===== src/rtl/ysyx_22040759_axi_arb.sv =====
// Two-port AXI bridge arbiter: IF fetch (read-only) and MEM load/store share one bridge master.
// Latency: grant registered (request visible 1 cycle after valid sampled); ready/data combinational from rw_ready.
// Backpressure: one transaction at a time, grant held until rw_ready; loser sees ready=0; 1 IDLE bubble after each completion.
// Option: define YSYX_22040759_ARB_RR_EN for round-robin on simultaneous requests (default: MEM over IF).
module ysyx_22040759_axi_arb #(
  parameter int ADDR_W = 64,
  parameter int DATA_W = 64
) (
  input  logic                clk,
  input  logic                rst,
  input  logic                if_valid,
  input  logic [ADDR_W-1:0]   if_addr,
  input  logic [1:0]          if_size,
  output logic                if_ready,
  output logic [DATA_W-1:0]   if_data_read,
  output logic [1:0]          if_resp,
  input  logic                mem_valid,
  input  logic                mem_req,
  input  logic [ADDR_W-1:0]   mem_addr,
  input  logic [1:0]          mem_size,
  input  logic [DATA_W-1:0]   mem_w_data,
  input  logic [DATA_W/8-1:0] mem_w_mask,
  output logic                mem_ready,
  output logic [DATA_W-1:0]   mem_data_read,
  output logic [1:0]          mem_resp,
  output logic                rw_valid,
  output logic                rw_req,
  output logic [ADDR_W-1:0]   rw_addr,
  output logic [1:0]          rw_size,
  output logic [DATA_W-1:0]   rw_w_data,
  output logic [DATA_W/8-1:0] rw_w_mask,
  input  logic                rw_ready,
  input  logic [DATA_W-1:0]   rw_r_data,
  input  logic [1:0]          rw_resp,
  output logic                arb_err
);

  typedef enum logic [1:0] {
    IDLE    = 2'd0,
    GNT_IF  = 2'd1,
    GNT_MEM = 2'd2
  } state_t;

  state_t r_state;
  state_t w_next;
  logic   r_arb_err;
  logic   w_done;

  // A completion only counts outside reset, so an aborted transaction never pulses ready.
  assign w_done  = rw_ready & rst;
  assign arb_err = r_arb_err;

  // State register; reset aborts any in-flight grant.
  always_ff @(posedge clk) begin
    if (!rst) r_state <= IDLE;
    else      r_state <= w_next;
  end

`ifdef YSYX_22040759_ARB_RR_EN
  logic r_last_mem;  // 1: MEM was granted most recently, 0: IF

  // Remember the owner of every new grant for round-robin tie-breaking.
  always_ff @(posedge clk) begin
    if (!rst)                                        r_last_mem <= 1'b0;
    else if (r_state == IDLE && w_next == GNT_MEM)   r_last_mem <= 1'b1;
    else if (r_state == IDLE && w_next == GNT_IF)    r_last_mem <= 1'b0;
  end
`endif

  // Next-state: pick a requester in IDLE, hold the grant until the bridge completes.
  always_comb begin
    w_next = r_state;
    case (r_state)
      IDLE: begin
        if (if_valid && mem_valid) begin
`ifdef YSYX_22040759_ARB_RR_EN
          w_next = r_last_mem ? GNT_IF : GNT_MEM;
`else
          w_next = GNT_MEM;
`endif
        end else if (mem_valid) begin
          w_next = GNT_MEM;
        end else if (if_valid) begin
          w_next = GNT_IF;
        end
      end
      GNT_IF, GNT_MEM: begin
        if (rw_ready) w_next = IDLE;
      end
      default: w_next = IDLE;
    endcase
  end

  // Outputs: route granted port to the bridge and the bridge response back to its owner.
  always_comb begin
    rw_valid      = 1'b0;
    rw_req        = 1'b0;
    rw_addr       = '0;
    rw_size       = '0;
    rw_w_data     = '0;
    rw_w_mask     = '0;
    if_ready      = 1'b0;
    if_data_read  = '0;
    if_resp       = '0;
    mem_ready     = 1'b0;
    mem_data_read = '0;
    mem_resp      = '0;
    case (r_state)
      GNT_IF: begin
        rw_valid = 1'b1;
        rw_addr  = if_addr;
        rw_size  = if_size;
        if (w_done) begin
          if_ready     = 1'b1;
          if_data_read = rw_r_data;
          if_resp      = rw_resp;
        end
      end
      GNT_MEM: begin
        rw_valid  = 1'b1;
        rw_req    = mem_req;
        rw_addr   = mem_addr;
        rw_size   = mem_size;
        rw_w_data = mem_w_data;
        rw_w_mask = mem_w_mask;
        if (w_done) begin
          mem_ready     = 1'b1;
          mem_data_read = rw_r_data;
          mem_resp      = rw_resp;
        end
      end
      default: ;
    endcase
  end

  // Sticky error flag for any non-OKAY completion seen while granted.
  always_ff @(posedge clk) begin
    if (!rst)                                             r_arb_err <= 1'b0;
    else if (r_state != IDLE && rw_ready && rw_resp != 2'b00) r_arb_err <= 1'b1;
  end

endmodule

===== config.mk =====
export PLATFORM = sky130hd
export DESIGN_NAME = ysyx_22040759_axi_arb
export DESIGN_NICKNAME = d
export VERILOG_FILES = /design/src/rtl/ysyx_22040759_axi_arb.sv
export SDC_FILE = /design/constraint.sdc
export NUM_CORES = 1
export LEC_CHECK = 0
export BUFFER_PORTS_ARGS = -buffer_cell sky130_fd_sc_hd__buf_4
export CORE_AREA = 5 5 213 215
export CTS_CLUSTER_SIZE = 14
export DETAILED_ROUTE_END_ITERATION = 6
export DIE_AREA = 0 0 218 220
export HOLD_SLACK_MARGIN = 0.15
export SYNTH_ARGS = -nofsm -noshare
export SYNTH_HDL_FRONTEND = slang
export SYNTH_SLANG_ARGS = --single-unit

===== constraint.sdc =====
create_clock -name clk -period 2.8 [get_ports clk]
set_input_delay 0.56 -clock clk [delete_from_list [all_inputs] [get_ports clk]]
set_output_delay 0.56 -clock clk [all_outputs]
set_load 0.05 [all_outputs]

======== Yosys cells after proc, flatten, opt, wreduce, memory -nomap -nowiden ========
Index checks and enable logic that the tools add are counted.
cells by class
  eq/ne operators ......................... 4
  bitwise logic cells ..................... 1
  muxes and demuxes ....................... 20
  reductions and logical operators ........ 8
operator list
  operator                                                         count
  64-bit two-way mux                                               4
  64-bit case mux with 2 select lines                              1
  2-bit two-way mux                                                7
  8-bit two-way mux                                                1
  2-bit case mux with 2 select lines                               2
  1-bit two-way mux                                                5
  4-bit != test, second input constant                             1
  2-bit nonzero test                                               2
  1-bit logical AND                                                3
  2-bit by 1-bit == test with 1-bit output, second input constant  1
  2-bit == test, second input constant                             1
  2-bit zero test                                                  1
  2-bit by 1-bit != test with 1-bit output, second input constant  1
  2-bit AND reduction                                              1
  2-bit OR reduction                                               1
  1-bit bitwise AND                                                1
word-level totals
  output and inout bits ................... 275
  flip-flop bits (word level) ............. 3
  word-level logic and storage cells ...... 35

======== Logic depth before layout (Yosys ltp) ========
Gate-level depths: netlist of the first run.
  depth in word-level cells ............... 4
  mapped depth ............................ 6
  gate-level depth less buffers ........... 5

======== Worst setup path before layout of the first run ========
OpenSTA, ideal clock, no wires.
  path kind ............................... register to output
  start ................................... reg r_state[1]
  end ..................................... out rw_addr[11]
  data required time ...................... 2240 ps
  slack ................................... -13 ps
  stages on the path, launching flop included .. 6
  arrival ................................. 2253 ps
  path through ............................ dfxtp_1 > inv_1 > ha_1 > buf_2 > clkbuf_1 > nor2b_1
between the ends
  cells in the longest elaborated chain, start to end .. 2
ends and longest elaborated chain
  what                                                                              line  RTL
  start: declaration                                                                44    state_t r_state;
  start signal: assignment                                                          56    else r_state <= w_next;
  2-bit == test / 2-bit by 1-bit == test with 1-bit output (equally long branches)  108   case (r_state)
  64-bit case mux with 2 select lines *                                             108
  end: declaration                                                                  28    output logic [ADDR_W-1:0] rw_addr,
Mark *: on every way between the ends. The rest lies on a longest branch, timed or not.

======== Worst setup path after layout of the first run ========
  start ................................... reg r_state[1]
  end ..................................... out rw_addr[56]
Same word-level chain as after synthesis.

==> impl_metrics.env, run 1 <==
export IMPL_status="finished clean"
export IMPL_initial_core_util_pct=6.06
export IMPL_yosys_register_bits=3
export IMPL_critPathMaxStageDelay_ps=350
export IMPL_finalNetCount=1208
export IMPL_clk_root_buffer_cell="clkbuf_16"
export IMPL_period_minus_slack_ps=2640
export IMPL_stdcell_area_mm2=0.00761
export IMPL_cp_num_buf_inv=4
export IMPL_die_x_um=218
export IMPL_cp_start_kind="flip-flop"
export IMPL_synth_cells=405
export IMPL_clk_pin_slew_worst_paths_ps=30
export IMPL_grt_use_total_pct=7.77
export IMPL_grt_pass1_wl_mm=29.0
export IMPL_drtIter0Drc=169
export IMPL_drv_cap=0
export IMPL_syn_to_final_growth_pct=188
export IMPL_pre_cts_slack_ps=427
export IMPL_avgSynthCellArea_um2=6.51
export IMPL_detail_route_wl_per_cell_um=14.3
export IMPL_syn_num_nets=686
export IMPL_dieHeight_um=220
export IMPL_worstMarginPinSlew_ps=534
export IMPL_core_area_mm2=0.0435
export IMPL_hold_viol=0
export IMPL_ir_drop_mv=0.158
export IMPL_cpLargestDelayFamily="buffers and inverters"
export IMPL_finalCritPeriodShare_pct=94.1
export IMPL_total_power_mw=1.87
export IMPL_fin_tns_setup_ps=0
export IMPL_cts_hold_buf=0
export IMPL_layout_cells_non_filler=1520
export IMPL_routed_wl_mm=21.8
export IMPL_crit_path_end_kind="output port"
export IMPL_fillCellCount=4926
export IMPL_port_buffers=550
export IMPL_seq_area_um2=60.1
export IMPL_yosys_warnings=0
export IMPL_cts_sinks=3
export IMPL_grt_max_degree=74
export IMPL_gp_congestion=0.880
export IMPL_drive_gt1_share_pct=65.7
export IMPL_cp_cell_sequence="inv_1, ha_2, buf_12, buf_4, a22oi_1, nor2b_1, buf_4"
export IMPL_hold_path_class="reg2reg"
export IMPL_gr_total_overflow=0
export IMPL_tritoncts="done"
export IMPL_critical_path_class="reg2out"
export IMPL_setup_viol=0
export IMPL_power_density_mw_per_mm2=246
export IMPL_cts_max_path_buffers=2
export IMPL_die_area_mm2=0.0480
export IMPL_fin_hold_ws_ps=474
export IMPL_worstPathArrival_ps=2080
export IMPL_vias=4884
export IMPL_remaining_drc_errors=0
export IMPL_hpwl_mm=18.9
export IMPL_route_antenna_remaining_nets=0
export IMPL_numCtsBuffers=3
export IMPL_multi_input_area_mm2=0.00246
export IMPL_setup_slack_ps=164
export IMPL_critical_path_slowest_cell="dfxtp_1"
export IMPL_antenna_found_initial=1
export IMPL_final_core_util_pct=17.5
export IMPL_placed_cell_area_mm2=0.00752
export IMPL_synth_cell_area_mm2=0.00264
export IMPL_vias_per_cell=3.21
export IMPL_boundaryPins=551
export IMPL_slew_headroom_pct=64.4
export IMPL_firstDrtPassIters=4
export IMPL_row_count=77
export IMPL_cpMostUsedCell="buf_4"
export IMPL_crit_required_ps=2240
export IMPL_post_cts_buffers=0
export IMPL_h_tree_depth=1
export IMPL_fmax_mhz=379
export IMPL_leakage_nw=3.78
export IMPL_synth_seq_area_share_pct=2.28
export IMPL_cts_resized=0
export IMPL_cp_max_fo=48
export IMPL_place_inst=1514
export IMPL_clock_skew_ps=1.52
export IMPL_clk_latency_ps=220
export IMPL_ys_types=20
export IMPL_slew_viol_final=0
export IMPL_rsz0062_at_grt="false"
export IMPL_grt_pass1_vias=4817
[worst paths after layout]
path | from | end | slack [ps] | cells past startpoint
setup / recovery | r_state[1] | rw_addr[56] | 160 | 7
hold / removal | arb_err | arb_err | 470 | 1
setup reg to reg | r_state[1] | r_state[1] | 1130 | 5
hold reg to reg | arb_err | arb_err | 470 | 1
[power by group]
group | internal [mW] | total, mW | switching (mW)
clock network | 0.188 | 0.227 | 0.0387
logic | 0.645 | 1.60 | 0.951
registers | 0.0473 | 0.0513 | 0.00405
[cell usage in the layout, fill, tap and decap left out, types with 3 or more instances in the layout]
master,instances
nor2b_1,29
and2_1,205
clkbuf_16,3
a22oi_1,66
buf_4,556
dfxtp_1,3
buf_12,4
nor2b_2,40
ha_2,3
[layer usage]
metal / share of wire (%) / track usage, %
met1: 37 / 8.79
met2: 51 / 14.6
met3: 10 / 1.94
met4: 1.4 / 1.97
met5: 0 / 0
[cells in the mapped netlist]
| cell type | instances | area share, % |
|---|---|---|
| clkbuf_1 | 15 | 2.1 |
| ha_1 | 5 | 2.4 |
| nand2b_1 | 1 | 0.24 |
| nand2_1 | 1 | 0.14 |
| clkbuf_2 | 4 | 0.76 |
| nor3b_1 | 1 | 0.28 |
| and3_4 | 2 | 0.85 |
| a32oi_1 | 1 | 0.33 |
| dfxtp_1 | 3 | 2.3 |
| a22oi_1 | 66 | 19 |
| a21oi_1 | 1 | 0.19 |
| o21a_1 | 1 | 0.28 |
| buf_2 | 16 | 3.0 |
| nor2_1 | 2 | 0.28 |
| and2_1 | 205 | 49 |
| nor2b_1 | 69 | 16 |
| o21ai_0 | 1 | 0.19 |
| buf_4 | 8 | 2.3 |
| inv_1 | 2 | 0.28 |
| a21boi_0 | 1 | 0.28 |
[layout make-up]
class | count | area share, %
Tap cell | 592 | 9.74
Inverter | 2 | 0.0987
Antenna cell | 2 | 0.0658
Clock buffer | 4 | 1.04
Multi-Input combinational cell | 357 | 32.4
Sequential cell | 3 | 0.789
Timing Repair Buffer | 560 | 55.9
[state kept, by name, indices dropped and copies added, names as in the netlist]
name     count
r_state      2
arb_err      1
[kinds of logic after synthesis]
kind of cell | Yosys count | synth area share [%]
compound gates | 71 | 20.1
fa+ha+maj | 5 | 2.37
buf+inv | 45 | 8.49
flops | 3 | 2.28
simple gates | 281 | 66.8
(Power assumes the default switching activity.)
==> inputs of run 2 (changes only) <==
--- a/config.mk
+++ b/config.mk
@@ -12,4 +12,5 @@
 export DIE_AREA = 0 0 218 220
 export HOLD_SLACK_MARGIN = 0.15
+export RECOVER_POWER = 25
 export SYNTH_ARGS = -nofsm -noshare
 export SYNTH_HDL_FRONTEND = slang
==> constraint.sdc (replaced) <==
create_clock -name clk -period 2.8 [get_ports clk]
set_input_delay 0.14 -clock clk [delete_from_list [all_inputs] [get_ports clk]]
set_output_delay 0.14 -clock clk [all_outputs]
set_load 0.05 [all_outputs]
==> run 2 against run 1 <==
  * Wire length down 1.5%
  * Total power down 2.6%
  * Clock power up 2%
  * Clock skew up 6.1 ps
  * Worst setup slack better by 210 ps
  * Combinational power down 4%
  * Flip-flop and latch count unchanged
  * Design area down 3.3%
  * Final cell count down 0.39%
  * Sequential share of layout area about the same
  * Register-to-register slack worse by 340 ps
  * First-iteration DRC count down 5.3%
  * Critical path type unchanged
  * Largest cell class unchanged
  * Largest power group unchanged
==> impl_metrics.env, run 2 (synthesis results as in run 1) <==
export IMPL_cp_cell_sequence="inv_1, ha_2, and3_2, and2_1, buf_4"
export IMPL_detail_route_wl_per_cell_um=14.2
export IMPL_drv_cap=0
export IMPL_clock_skew_ps=7.57
export IMPL_h_tree_depth=1
export IMPL_dieHeight_um=220
export IMPL_layout_cells_non_filler=1514
export IMPL_grt_use_total_pct=7.52
export IMPL_crit_path_end_kind="output port"
export IMPL_setup_viol=0
export IMPL_finalCritPeriodShare_pct=86.6
export IMPL_hold_path_end="arb_err"
export IMPL_worstMarginPinSlew_ps=993
export IMPL_hpwl_mm=18.7
export IMPL_crit_required_ps=2660
export IMPL_routed_wl_mm=21.4
export IMPL_critical_path_class="reg2out"
export IMPL_period_minus_slack_ps=2420
export IMPL_cp_max_fo=67
export IMPL_leakage_nw=3.66
export IMPL_cts_resized=0
export IMPL_clk_pin_slew_worst_paths_ps=40
export IMPL_cts_max_path_buffers=2
export IMPL_clk_root_buffer_cell="clkbuf_16"
export IMPL_cp_num_buf_inv=2
export IMPL_row_count=77
export IMPL_min_from="rst"
export IMPL_gr_total_overflow=0
export IMPL_cp_start_kind="flip-flop"
export IMPL_fin_hold_ws_ps=182
export IMPL_firstDrtPassIters=4
export IMPL_drtIter0Drc=160
export IMPL_gp_congestion=0.914
export IMPL_grt_pass1_wl_mm=28.4
export IMPL_ir_drop_mv=0.119
export IMPL_boundaryPins=551
export IMPL_largest_register_ffs=2
export IMPL_cpLargestDelayFamily="simple AND/OR/NAND/NOR gates"
export IMPL_route_antenna_remaining_nets=0
export IMPL_r2r_worst_path_cells=6
export IMPL_tritoncts="done"
export IMPL_min_path_cells=2
export IMPL_vias_per_cell=3.19
export IMPL_fillCellCount=4960
export IMPL_critical_path_slowest_cell="and3_2"
export IMPL_drive_gt1_share_pct=60.9
export IMPL_grt_max_degree=68
export IMPL_power_density_mw_per_mm2=248
export IMPL_r2r_slack_ps=790
export IMPL_stdcell_area_mm2=0.00736
export IMPL_die_x_um=218
export IMPL_remaining_drc_errors=0
export IMPL_r2r_start="r_state[1]"
export IMPL_core_area_mm2=0.0435
export IMPL_die_area_mm2=0.0480
export IMPL_numCtsBuffers=3
export IMPL_rsz0062_at_grt="false"
export IMPL_final_cell_mix="523 x buf_4, 171 x and2_1, 69 x nor2b_1"
export IMPL_syn_to_final_growth_pct=179
export IMPL_placed_cell_area_mm2=0.00736
export IMPL_antenna_found_initial=4
export IMPL_hold_path_class="in2reg"
export IMPL_regMostFlops="r_state"
export IMPL_slew_headroom_pct=33.8
export IMPL_worstPathArrival_ps=2280
export IMPL_initial_core_util_pct=6.06
export IMPL_hold_viol=0
export IMPL_r2r_end="r_state[1]"
export IMPL_grt_pass1_vias=4801
export IMPL_final_common_cell="buf_4"
export IMPL_cts_sinks=3
export IMPL_startpoint="r_state[0]"
export IMPL_vias=4827
export IMPL_fmax_mhz=412
export IMPL_place_inst=1509
export IMPL_slew_viol_final=0
export IMPL_finalNetCount=1203
export IMPL_cts_hold_buf=0
export IMPL_status="finished clean"
export IMPL_fin_tns_setup_ps=0
export IMPL_clk_latency_ps=230
export IMPL_port_buffers=550
export IMPL_critPathMaxStageDelay_ps=820
export IMPL_post_cts_buffers=0
-- run 2: changes by cell type in the layout (fill, tap and decap cells not counted), sizes merged --
cell | previous run | this run
diode | 2 | 1
clkbuf | 4 | 34
buf | 560 | 525
-- run 2: worst max-delay path by stage --
stage	end	slack (ps)	cells after the start
after global routing	if_data_read[12]	190	5
after floorplan	rw_addr[11]	410	5
after detailed placement	rw_addr[53]	680	6
final	mem_data_read[11]	380	5
after global placement	rw_addr[57]	780	5
after CTS	rw_addr[53]	450	6
-- run 2: metal layers --
layer	track usage, %	vias to the layer above	part of all wire, %
met5	0	-	0.16
li1	-	2350	-
met3	2.89	23	13
met1	8.54	2121	36
met4	1.05	6	1.2
met2	13.7	327	49
-- run 2: power by group --
group          total (mW)  internal [mW]  leakage, nW  switching [mW]
Combinational        1.54          0.611         3.60           0.932
Sequential         0.0511         0.0472       0.0246         0.00389
Clock               0.231          0.188       0.0382          0.0426
-- run 2: stage by stage --
| stage | setup slack (ps) | utilization [%] | power (mW) |
|---|---|---|---|
| floorplan | 407 | - | 0.951 |
| global placement | 778 | 16.9 | 1.60 |
| detailed placement | 679 | 16.9 | 1.62 |
| CTS | 446 | 17.1 | 1.86 |
| global route | 188 | 16.9 | 1.92 |
| finish | 375 | 16.9 | 1.83 |
-- run 2: layout make-up --
| cell class | instances | area (um2) | area share (%) |
|---|---|---|---|
| Multi-Input combinational cell | 357 | 2360 | 32.0 |
| Clock buffer | 4 | 78.8 | 1.07 |
| Sequential cell | 3 | 60.1 | 0.816 |
| Antenna cell | 1 | 2.50 | 0.0340 |
| Inverter | 2 | 7.51 | 0.102 |
| Timing Repair Buffer | 555 | 4110 | 55.9 |
| Tap cell | 592 | 741 | 10.1 |
-- run 2: worst reg2reg max path: stages (launching register included) --
cell and delay, ps:
dfxtp_1 390, inv_1 110, ha_2 700, buf_4 290, nand2b_1 90, a32oi_1 190
a21boi_0 110
==> inputs of run 3 (changes only) <==
- ABC_AREA: unset -> 1
- GPL_TIMING_DRIVEN: unset -> 0
==> run 3 against run 2 <==
  * Wire length rose by 6.2%
  * Synthesized area fell by 0.66%
  * Via count rose by 19%
  * Maximum frequency fell by 2.6%
  * Die area did not move
  * First-iteration DRC count rose by 11%
  * Utilization rose by 0.069 points
  * Count of clock-buffer cells in the layout did not move
  * Design area rose by 0.41%
  * Critical path type unchanged
==> impl_metrics.env, run 3 <==
export IMPL_rsz0062_at_grt="false"
export IMPL_dieHeight_um=220
export IMPL_synth_seq_area_share_pct=2.29
export IMPL_swShare_pct=63.1
export IMPL_route_antenna_remaining_nets=0
export IMPL_drtIter0Drc=177
export IMPL_ys_types=14
export IMPL_fin_tns_setup_ps=0
export IMPL_synth_flop_cell="dfxtp_1"
export IMPL_antenna_found_initial=2
export IMPL_fin_hold_ws_ps=179
export IMPL_tritoncts="done"
export IMPL_grt_pass1_vias=5317
export IMPL_vias_per_cell=3.24
export IMPL_core_area_mm2=0.0435
export IMPL_numCtsBuffers=3
export IMPL_grt_max_degree=11
export IMPL_clock_skew_ps=2.74
export IMPL_leakage_nw=4.60
export IMPL_drv_cap=0
export IMPL_synth_cell_area_mm2=0.00262
export IMPL_gr_total_overflow=0
export IMPL_die_area_mm2=0.0480
export IMPL_internal_power_mw=0.883
export IMPL_yosysTopAreaCellShare_pct=30.4
export IMPL_worstMarginPinSlew_ps=805
export IMPL_combPwrFrac_pct=88.2
export IMPL_routed_wl_mm=22.8
export IMPL_avgSynthCellArea_um2=4.22
export IMPL_vias=5724
export IMPL_cts_max_path_buffers=2
export IMPL_crit_path_end_kind="output port"
export IMPL_syn_num_nets=902
export IMPL_status="finished clean"
export IMPL_syn_to_final_growth_pct=182
export IMPL_yosys_register_bits=3
export IMPL_grt_use_total_pct=8.04
export IMPL_final_common_cell="buf_4"
export IMPL_hold_viol=0
export IMPL_synth_common_cells="212 x nand2_1, 149 x inv_1, 135 x nor2_1"
export IMPL_seqPwrFrac_pct=2.3
export IMPL_detail_route_wl_per_cell_um=12.9
export IMPL_worstPathArrival_ps=2350
export IMPL_clkPwrFrac_pct=9.6
export IMPL_boundaryPins=551
export IMPL_synth_cells=621
export IMPL_crit_required_ps=2660
export IMPL_gp_congestion=0.830
export IMPL_period_minus_slack_ps=2490
export IMPL_cp_max_fo=10
export IMPL_clk_pin_slew_worst_paths_ps=30
export IMPL_grt_pass1_wl_mm=30.4
export IMPL_antenna_cells=0
export IMPL_cp_start_kind="flip-flop"
export IMPL_netSwitchingPower_mw=1.51
export IMPL_ir_drop_mv=0.150
export IMPL_synth_most_common_cell="nand2_1"
export IMPL_port_buffers=550
export IMPL_slew_headroom_pct=46.3
export IMPL_finalCritPeriodShare_pct=88.9
export IMPL_die_x_um=218
export IMPL_slew_viol_final=0
export IMPL_firstDrtPassIters=5
export IMPL_final_cell_mix="495 x buf_4, 212 x nand2_1, 149 x inv_1"
export IMPL_yosys_warnings=0
export IMPL_remaining_drc_errors=0
export IMPL_h_tree_depth=1
export IMPL_regMostFlops="r_state"
export IMPL_row_count=77
export IMPL_cts_resized=0
export IMPL_critical_path_class="reg2out"
export IMPL_synthArstFlopShare_pct=0
export IMPL_power_density_mw_per_mm2=324
export IMPL_hpwl_mm=20.4
export IMPL_post_cts_buffers=0
export IMPL_drive_gt1_share_pct=47.8
export IMPL_synth_area_leader_cell="nand2_1"
export IMPL_synth_edf_count=0
export IMPL_cts_sinks=3
export IMPL_largest_register_ffs=2
export IMPL_initial_core_util_pct=6.02
export IMPL_hold_path_class="in2reg"
export IMPL_finalNetCount=1457
export IMPL_clk_root_buffer_cell="clkbuf_16"
export IMPL_cts_hold_buf=0
export IMPL_fmax_mhz=402
export IMPL_ys_top_cells_by_area="nand2_1 30%, inv_1 21%, nor2_1 19%, a21oi_1 13%, buf_2 5.9%"
export IMPL_clk_latency_ps=220
export IMPL_setup_viol=0
[run 3: power groups by stage]
stage	sequential, mW	clock, mW	combinational, mW
finish	0.0538	0.229	2.11
floorplan	0.0585	0	1.28
global route	0.0544	0.239	2.25
detailed placement	0.0541	0	2.18
CTS	0.0539	0.235	2.19
global placement	0.0543	0	2.17
[run 3: path summary, 6_finish.rpt]
check	startpoint	end	slack, ps	cells after the start
setup / recovery	r_state[0]	rw_w_data[61]	310	7
hold / removal	rst	r_state[1]	180	3
setup reg to reg	r_state[0]	r_state[1]	1480	5
hold reg to reg	arb_err	arb_err	460	2
[run 3: worst max-delay path: stages (launching register included)]
cell	delay, ps
dfxtp_1	320
inv_1	130
ha_1	160
clkbuf_1	590
clkbuf_1	430
nand2_1	130
inv_1	80
clkbuf_2	280
[run 3: kinds of logic after synthesis]
group           share of synthesized area (%)
compound gates                           13.7
fa+ha+maj                                2.39
buf+inv                                  31.6
flops                                    2.29
simple gates                             50.1
[run 3: routing by layer]
metal  wire length [um]  global-route usage (%)
met3               2090                    2.02
met5                 21                       0
met4                435                    1.57
met1               8700                    9.61
met2              11500                    14.6
[run 3: cell type report]
type / instances / area, um2
fillers: 5053 / 36200
repair buffers: 550 / 3960
multi-input cells: 425 / 1730
well taps: 592 / 741
inverters: 150 / 563
plain buffers: 43 / 251
clock buffers: 4 / 78.8
flip-flops and latches: 3 / 60.1
[run 3: through the flow]
step / std cells / setup slack (ps) / utilization, % / area (um2) / power (mW)
floorplan: 621 / 426 / - / 2620 / 1.33
global placement: 1763 / 466 / 17.2 / 7490 / 2.22
detailed placement: 1763 / 475 / 17.2 / 7490 / 2.23
CTS: 1767 / 213 / 17.4 / 7570 / 2.48
global route: 1767 / 149 / 17.0 / 7390 / 2.54
finish: 1767 / 311 / 17.0 / 7390 / 2.39
